<file path="src/rtl/latch_write_arbiter.sv">
// Round-robin arbiter that grants one requester at a time and drives a shared
// transparent-latch bank with a fixed setup / gate pulse / hold sequence.
module latch_write_arbiter #(
  parameter int N_REQ = 4,
  parameter int WIDTH = 8,
  parameter int SETUP = 1,
  parameter int PULSE = 2,
  parameter int HOLD  = 1
) (
  input  logic                     clk,
  input  logic                     rst,
  input  logic [N_REQ-1:0]         req,
  input  logic [N_REQ*WIDTH-1:0]   wdata,
  output logic [N_REQ-1:0]         gnt,
  output logic [N_REQ-1:0]         done,
  output logic [WIDTH-1:0]         D,
  output logic                     G,
  output logic                     busy
);

  localparam int SP   = (SETUP > PULSE) ? SETUP : PULSE;
  localparam int CMAX = (SP > HOLD) ? SP : HOLD;
  localparam int CW   = $clog2(CMAX + 1);
  localparam int IW   = $clog2(N_REQ);

  typedef enum logic [2:0] {
    S_IDLE, S_SETUP, S_GATE, S_HOLD, S_DONE
  } state_t;

  state_t            state_q;
  logic [CW-1:0]     cnt_q;
  logic [IW-1:0]     last_q;
  logic [N_REQ-1:0]  gnt_q;
  logic [N_REQ-1:0]  done_q;
  logic [WIDTH-1:0]  d_q;
  logic              g_q;
  logic              busy_q;

  logic              found_d;
  logic [IW-1:0]     win_d;
  int                cand;

  // Search starts just after the last winner and wraps, so a continuous
  // requester cannot win twice in one rotation while others wait.
  always_comb begin
    found_d = 1'b0;
    win_d   = last_q;
    cand    = 0;
    for (int i = 1; i <= N_REQ; i++) begin
      cand = int'(last_q) + i;
      if (cand >= N_REQ) cand = cand - N_REQ;
      if (!found_d && req[IW'(cand)]) begin
        found_d = 1'b1;
        win_d   = IW'(cand);
      end
    end
  end

  always_ff @(posedge clk or posedge rst) begin
    if (rst) begin
      state_q <= S_IDLE;
      cnt_q   <= '0;
      last_q  <= IW'(N_REQ - 1);
      gnt_q   <= '0;
      done_q  <= '0;
      d_q     <= '0;
      g_q     <= 1'b0;
      busy_q  <= 1'b0;
    end else begin
      case (state_q)
        S_IDLE: begin
          if (found_d) begin
            gnt_q   <= {{(N_REQ-1){1'b0}}, 1'b1} << win_d;
            d_q     <= wdata[win_d*WIDTH +: WIDTH];
            last_q  <= win_d;
            cnt_q   <= CW'(SETUP);
            busy_q  <= 1'b1;
            state_q <= S_SETUP;
          end
        end
        S_SETUP: begin
          if (cnt_q == CW'(1)) begin
            g_q     <= 1'b1;
            cnt_q   <= CW'(PULSE);
            state_q <= S_GATE;
          end else begin
            cnt_q <= cnt_q - CW'(1);
          end
        end
        S_GATE: begin
          if (cnt_q == CW'(1)) begin
            g_q     <= 1'b0;
            cnt_q   <= CW'(HOLD);
            state_q <= S_HOLD;
          end else begin
            cnt_q <= cnt_q - CW'(1);
          end
        end
        S_HOLD: begin
          if (cnt_q == CW'(1)) begin
            done_q  <= gnt_q;
            state_q <= S_DONE;
          end else begin
            cnt_q <= cnt_q - CW'(1);
          end
        end
        S_DONE: begin
          done_q  <= '0;
          gnt_q   <= '0;
          busy_q  <= 1'b0;
          state_q <= S_IDLE;
        end
        default: state_q <= S_IDLE;
      endcase
    end
  end

  assign gnt  = gnt_q;
  assign done = done_q;
  assign D    = d_q;
  assign G    = g_q;
  assign busy = busy_q;

endmodule

</file>
<file path="config.mk">
export PLATFORM = sky130hd
export DESIGN_NAME = latch_write_arbiter
export DESIGN_NICKNAME = d
export VERILOG_FILES = /design/src/rtl/latch_write_arbiter.sv
export SDC_FILE = /design/constraint.sdc
export NUM_CORES = 1
export LEC_CHECK = 0
export BUFFER_PORTS_ARGS = -buffer_cell sky130_fd_sc_hd__clkbuf_2
export CAP_MARGIN = 40
export CORE_MARGIN = 1
export CORE_UTILIZATION = 40
export CTS_CLUSTER_SIZE = 8
export DETAILED_ROUTE_END_ITERATION = 16
export GPL_TIMING_DRIVEN = 0
export PLACE_DENSITY = 0.77
export SYNTH_ARGS = -nofsm -noshare
export SYNTH_HDL_FRONTEND = slang
export SYNTH_SLANG_ARGS = --single-unit
</file>
<file path="constraint.sdc">
create_clock -name clk -period 4.2 [get_ports clk]
set_input_delay 0.63 -clock clk [delete_from_list [all_inputs] [get_ports clk]]
set_output_delay 0.63 -clock clk [all_outputs]
set_load 0.01 [all_outputs]
</file>
# Word level (Yosys, flattened, before mapping)
# Cells that the tools add are included.
# totals
ff_bits,25
inputBits,38
out_inout_bits,18
word_cells,97
# classes
add_sub_neg,9
n_lt_le_gt_ge,8
n_eq_ne,10
shift,2
muxes,43
reduce_logical,17
# op_table
cell,count
variable part select 32 x 6 -> 8 bit,1
2-to-1 mux 2 bit,12
less-than comparator 2 x 4 -> 1 bit (second input constant),4
case mux 4 bit (2 select lines),2
2-to-1 mux 1 bit,15
2-to-1 mux 3 bit,4
case mux 3 bit (4 select lines),1
inequality test 2 bit (second input constant),5
subtractor 2 x 1 -> 2 bit (second input constant),5
greater-or-equal comparator 3 bit (second input constant),3
binary-select mux 1 bit (select 2 bit),4
2-to-1 mux 4 bit,2
case mux 2 bit (4 select lines),1
adder 2 x 2 -> 3 bit (second input constant),2
== test 3 x 2 -> 1 bit (second input constant),2
AND reduction 2 bit,3
AND reduction 3 bit,2
nonzero test 2 bit,3
adder 2 x 3 -> 4 bit (second input constant),1
greater-or-equal comparator 4 x 3 -> 1 bit (second input constant),1
case mux 1 bit (2 select lines),2
AND reduction 4 bit,1
nonzero test 4 bit,1
left shift 1 x 2 -> 4 bit (first input constant),1
7 further kinds,11

# Depth between registers and ports, before layout
# depth
depth_word,19
ltp_mapped,8
depth_no_buf,8

# Least setup slack after synthesis
# No wires, ideal clock.
# synth_path
path_kind,flip-flop to flip-flop
startpoint,reg last_q[1]
endpoint,reg d_q[5] (netlist: D[5])
setup_ps,139
arrival_time_ps,1753
required_time_ps,4061
path_slack_ps,2308
path_stages_with_launch,7
path_buffers,2
period_less_slack_ps,1892
cell_sequence,dfstp_2 -> buf_6 -> mux2_4 -> a222oi_1 -> buf_4 -> mux2i_1 -> o221ai_2
# synth_between
elab_chain_len,17
word_cells_on_any_way,44
cone_classes,8 x add/sub; 4 x order compare; 1 x shift; 24 x mux; 7 x reduce/logical
# synth_rtl
item,line,source
from (decl),32,logic [IW-1:0] last_q;
from (signal assigned),63,last_q <= IW'(N_REQ - 1);
from (signal assigned),75,last_q <= win_d;
adder 2 x 1 -> 3 bit,50,cand = int'(last_q) + i;
greater-or-equal comparator 3 bit or subtractor 2 x 1 -> 2 bit (tied branches),51,if (cand >= N_REQ) cand = cand - N_REQ;
2-to-1 mux 2 bit,51,
binary-select mux 1 bit (select 2 bit),52,if (!found_d && req[IW'(cand)]) begin
2-to-1 mux 1 bit (implied by the code) (2 in series),52,
2-to-1 mux 1 bit,52,
logical NOT 1 bit,52,
logical AND 1 bit,52,
2-to-1 mux 1 bit,52,
logical NOT 1 bit,52,
logical AND 1 bit,52,
2-to-1 mux 1 bit,52,
logical NOT 1 bit,52,
logical AND 1 bit,52,
2-to-1 mux 2 bit or 2-to-1 mux 1 bit (tied branches),52,
variable part select 32 x 6 -> 8 bit or AND reduction 2 bit (tied branches),--,
to (signal assigned),74,d_q <= wdata[win_d*WIDTH +: WIDTH];
to (decl),35,logic [WIDTH-1:0] d_q;
# Several ways; a longest one is shown, not always the timed one. The select of a mux whose other input is x is not followed.
# A chain may end at the register's enable or synchronous reset.

# Final worst setup path
# Ends and elaborated chain as after synthesis.

==> impl_metrics.ini <==
[sta]
finalHoldViolations = 0
achievable-frequency_mhz = 478
setup_viol_count_final = 0
fin_worst_skew_ns = 0.00965
timing_worst_slew_pin_value_ns = 0.517
layout_setup_ws_ns = 2.11
timing.slew.headroom_pct = 65.5
post-route-period-util_pct = 49.8
grt_setup_unrepaired = false
timing_max_transition_violations_final = 0
totalNegativeSetupSlack_ns = 0
period_needed_ns = 2.09

[placement]
pre_cts_ws_ns = 2.07
globalplace.congestion = 0.772
post_dp_cell_area_um2 = 1780
numPortBuffers = 55
post-dp-hpwl_um = 2410

[synthesis]
ys_dominant_reg_cell = sky130_fd_sc_hd__dfrtp_1
synth_compound_area_share_pct = 20.3
synth.avg_cell_area_um2 = 10.1
number_of_register_bits_inferred_by_synthesis = 25
synthesis.area_um2 = 1420
synth_xor_xnor_area_share_pct = 0.616
synth_top_cells_by_count = 23 x sky130_fd_sc_hd__dfrtp_1, 18 x sky130_fd_sc_hd__nand2_1, 17 x sky130_fd_sc_hd__mux2i_1
ys_seq_area_share_pct = 44.2
post-synth-top-count-cell = sky130_fd_sc_hd__dfrtp_1
synth-async-reset-ratio_pct = 100
post_synth_mux_area_share_pct = 13.8
count_of_warnings_emitted_by_yosys = 0
synthTopCellsByArea = sky130_fd_sc_hd__dfrtp_1 40%, sky130_fd_sc_hd__mux2i_1 12%, sky130_fd_sc_hd__o221ai_2 8.4%, sky130_fd_sc_hd__nand2_1 4.7%, sky130_fd_sc_hd__dfstp_2 3.7%
synthSimpleGateAreaFrac_pct = 13.3
count_of_flip_flops_with_a_built_in_enable_after_synthesis = 0
synth_top_family_by_area = compound AO/OA/AOI/OAI gates
synth_cells = 141
synthesis.nets = 182
synth_top_cell_area_share_pct = 40.5
most_area_hungry_cell_type_in_the_yosys_netlist = sky130_fd_sc_hd__dfrtp_1
post_synth_fa_ha_maj_area_fraction_pct = 2.64
ys_types = 36

[die]
fp-row-count = 21
initial_utilization_pct = 42.3
die_x_um = 61.6
placeableCoreArea_um2 = 3360
floorplan.die_area_um2 = 3800
ios = 56
die-height_um = 61.6

[detailed_routing]
remaining_drc_errors = 0
drt_pre_antenna_iters = 4
route.detailed.vias_per_inst = 5.13
finalWirelength_um = 3060
initialDrtViolationCount = 61
postRouteAntennaNets = 0
wl_per_cell_um = 12.4
routed-via-count = 1267

[clocking]
clock_tree.root_cell = sky130_fd_sc_hd__clkbuf_4
cts-hold-fix-buffers = 0
clk_slew_on_worst_s_h_paths_ns = 0.15
clockBufferDepth = 2
numClockSinks = 25
tritoncts.num_buffers = 3
cts.repair_timing.setup_buffer_count = 0
postCtsResizedCells = 0
htreeDepth = 1
clk-insertion-delay-late_ns = 0.33
cts_tree = built

[global_routing]
track_usage_pct = 17.5
antenna_found_initial = 0
maximum_number_of_pins_on_one_net_before_global_route_repair = 21
vias_in_the_first_global_route = 1101
overflow = 0
wire_length_of_the_first_global_routing_pass_um = 4830

[worst_setup_path]
critical_path.cell_chain = buf_6 -> mux2_4 -> a222oi_1 -> buf_4 -> mux2i_1 -> o221ai_2
worstSetupStartpointType = flop
critPathBufInv = 2
endpoint_kind = flop
maximum_net_fanout_on_the_critical_path = 10
worstPathArrival_ns = 2.31
critPathKind = reg -> reg
slowest_stage = sky130_fd_sc_hd__dfstp_2
slowest_delay_ns = 0.56
worst-endpoint-required_ns = 4.42
cpLargestDelayFamily = flip-flops

[pwr]
reported_leakage_power_nw = 0.921
pwr_density_cell_nw_per_um2 = 679
ir_worst_vdd_v = 0.000234
design_power_total_mw = 1.23

[finish]
layout-area-overhead-vs-synth_pct = 27.4
stdcell_area_um2 = 1810
final_util_pct = 53.9
n_antenna_cell = 0
design.final.nets = 243
layout_cells_sized_above_1_pct = 38.8

[status]
status = completed

[hold_path]
worstHoldPathType = in -> async

[run]
max_cap_violations = 0
## stage by stage
step / hold WS, ns / std cells
after detailed placement: 0.479 / 243
after CTS: 0.216 / 247
after floorplan: 0.466 / 141
after global routing: 0.228 / 247
after global placement: 0.479 / 242
final: 0.209 / 247
## cell type report
class / instances / area [um^2]
inverters: 8 / 30.0
well taps: 46 / 57.6
clock inverters: 1 / 7.51
clock buffers: 3 / 22.5
multi-input cells: 101 / 721
flip-flops and latches: 25 / 628
fillers: 335 / 1550
plain buffers: 7 / 43.8
repair buffers: 56 / 303
## power by group
group	internal, mW	switching (mW)	leakage (nW)
Combinational	0.308	0.380	0.604
Sequential	0.356	0.0760	0.303
Clock	0.0364	0.0752	0.0139
## worst reg2reg max path, cell delays in order (launching register included)
cell and delay [ns]:
sky130_fd_sc_hd__dfstp_2 0.56, sky130_fd_sc_hd__buf_6 0.12, sky130_fd_sc_hd__mux2_4 0.29, sky130_fd_sc_hd__a222oi_1 0.33, sky130_fd_sc_hd__buf_4 0.30, sky130_fd_sc_hd__mux2i_1 0.27
sky130_fd_sc_hd__o221ai_2 0.11
## worst paths after layout
| check | startpoint | endpoint | slack [ns] | depth (start not counted) |
|---|---|---|---|---|
| max | last_q[1] | D[5] | 2.11 | 6 |
| min | rst | D[0] | 0.21 | 2 |
| max reg2reg | last_q[1] | D[5] | 2.11 | 6 |
| min reg2reg | D[3] | D[3] | 0.51 | 2 |
| max in group asynchronous | rst | cnt_q[0] | 3.61 | 3 |
| min in group clk | D[3] | D[3] | 0.51 | 2 |
## registers in the layout, summed over array words and instances, names as in the netlist
register	cells
D	8
done	4
gnt	4
state_q	3
cnt_q	2
last_q	2
G	1
busy	1
## kinds of logic (layout without fill, tap and decap cells)
logic type               after synthesis  count (layout)
AO/OA/AOI/OAI                         37              37
XOR/XNOR                               1               1
multiplexers                          19              19
AND/OR/NAND/NOR                       41              41
buffers and inverters                 15              75
flip-flops                            25              25
adder cells (fa/ha/maj)                3               3
## metal layers
metal | GRT usage, % | part of all wire, % | up-vias
met3 | 2.52 | 5.8 | 4
met2 | 27.8 | 47 | 54
li1 | - | - | 631
met1 | 24.4 | 47 | 578
met4 | 5.71 | 0.95 | 0
met5 | 0 | 0 | -
## cell usage in the layout, fill, tap and decap left out, drive strengths merged
master    synthesis  final
a211o             1      1
a211oi            1      1
a21oi             9      9
a221oi            1      1
a222oi            1      1
a31oi             1      1
and2              1      1
buf               4      5
clkbuf            3     61
clkinvlp          0      1
dfrtp            23     23
dfstp             2      2
ha                3      3
inv               8      8
mux2              2      2
mux2i            17     17
nand2            18     18
nand2b            3      3
nand3             1      1
nand3b            1      1
nor2              9      9
nor2b             2      2
nor3              2      2
nor3b             1      1
nor4              2      2
o21a              1      1
o21ai            10     10
o221ai            8      8
o22ai             4      4
or4               1      1
xor2              1      1
Power figures use the tool's default switching activity.
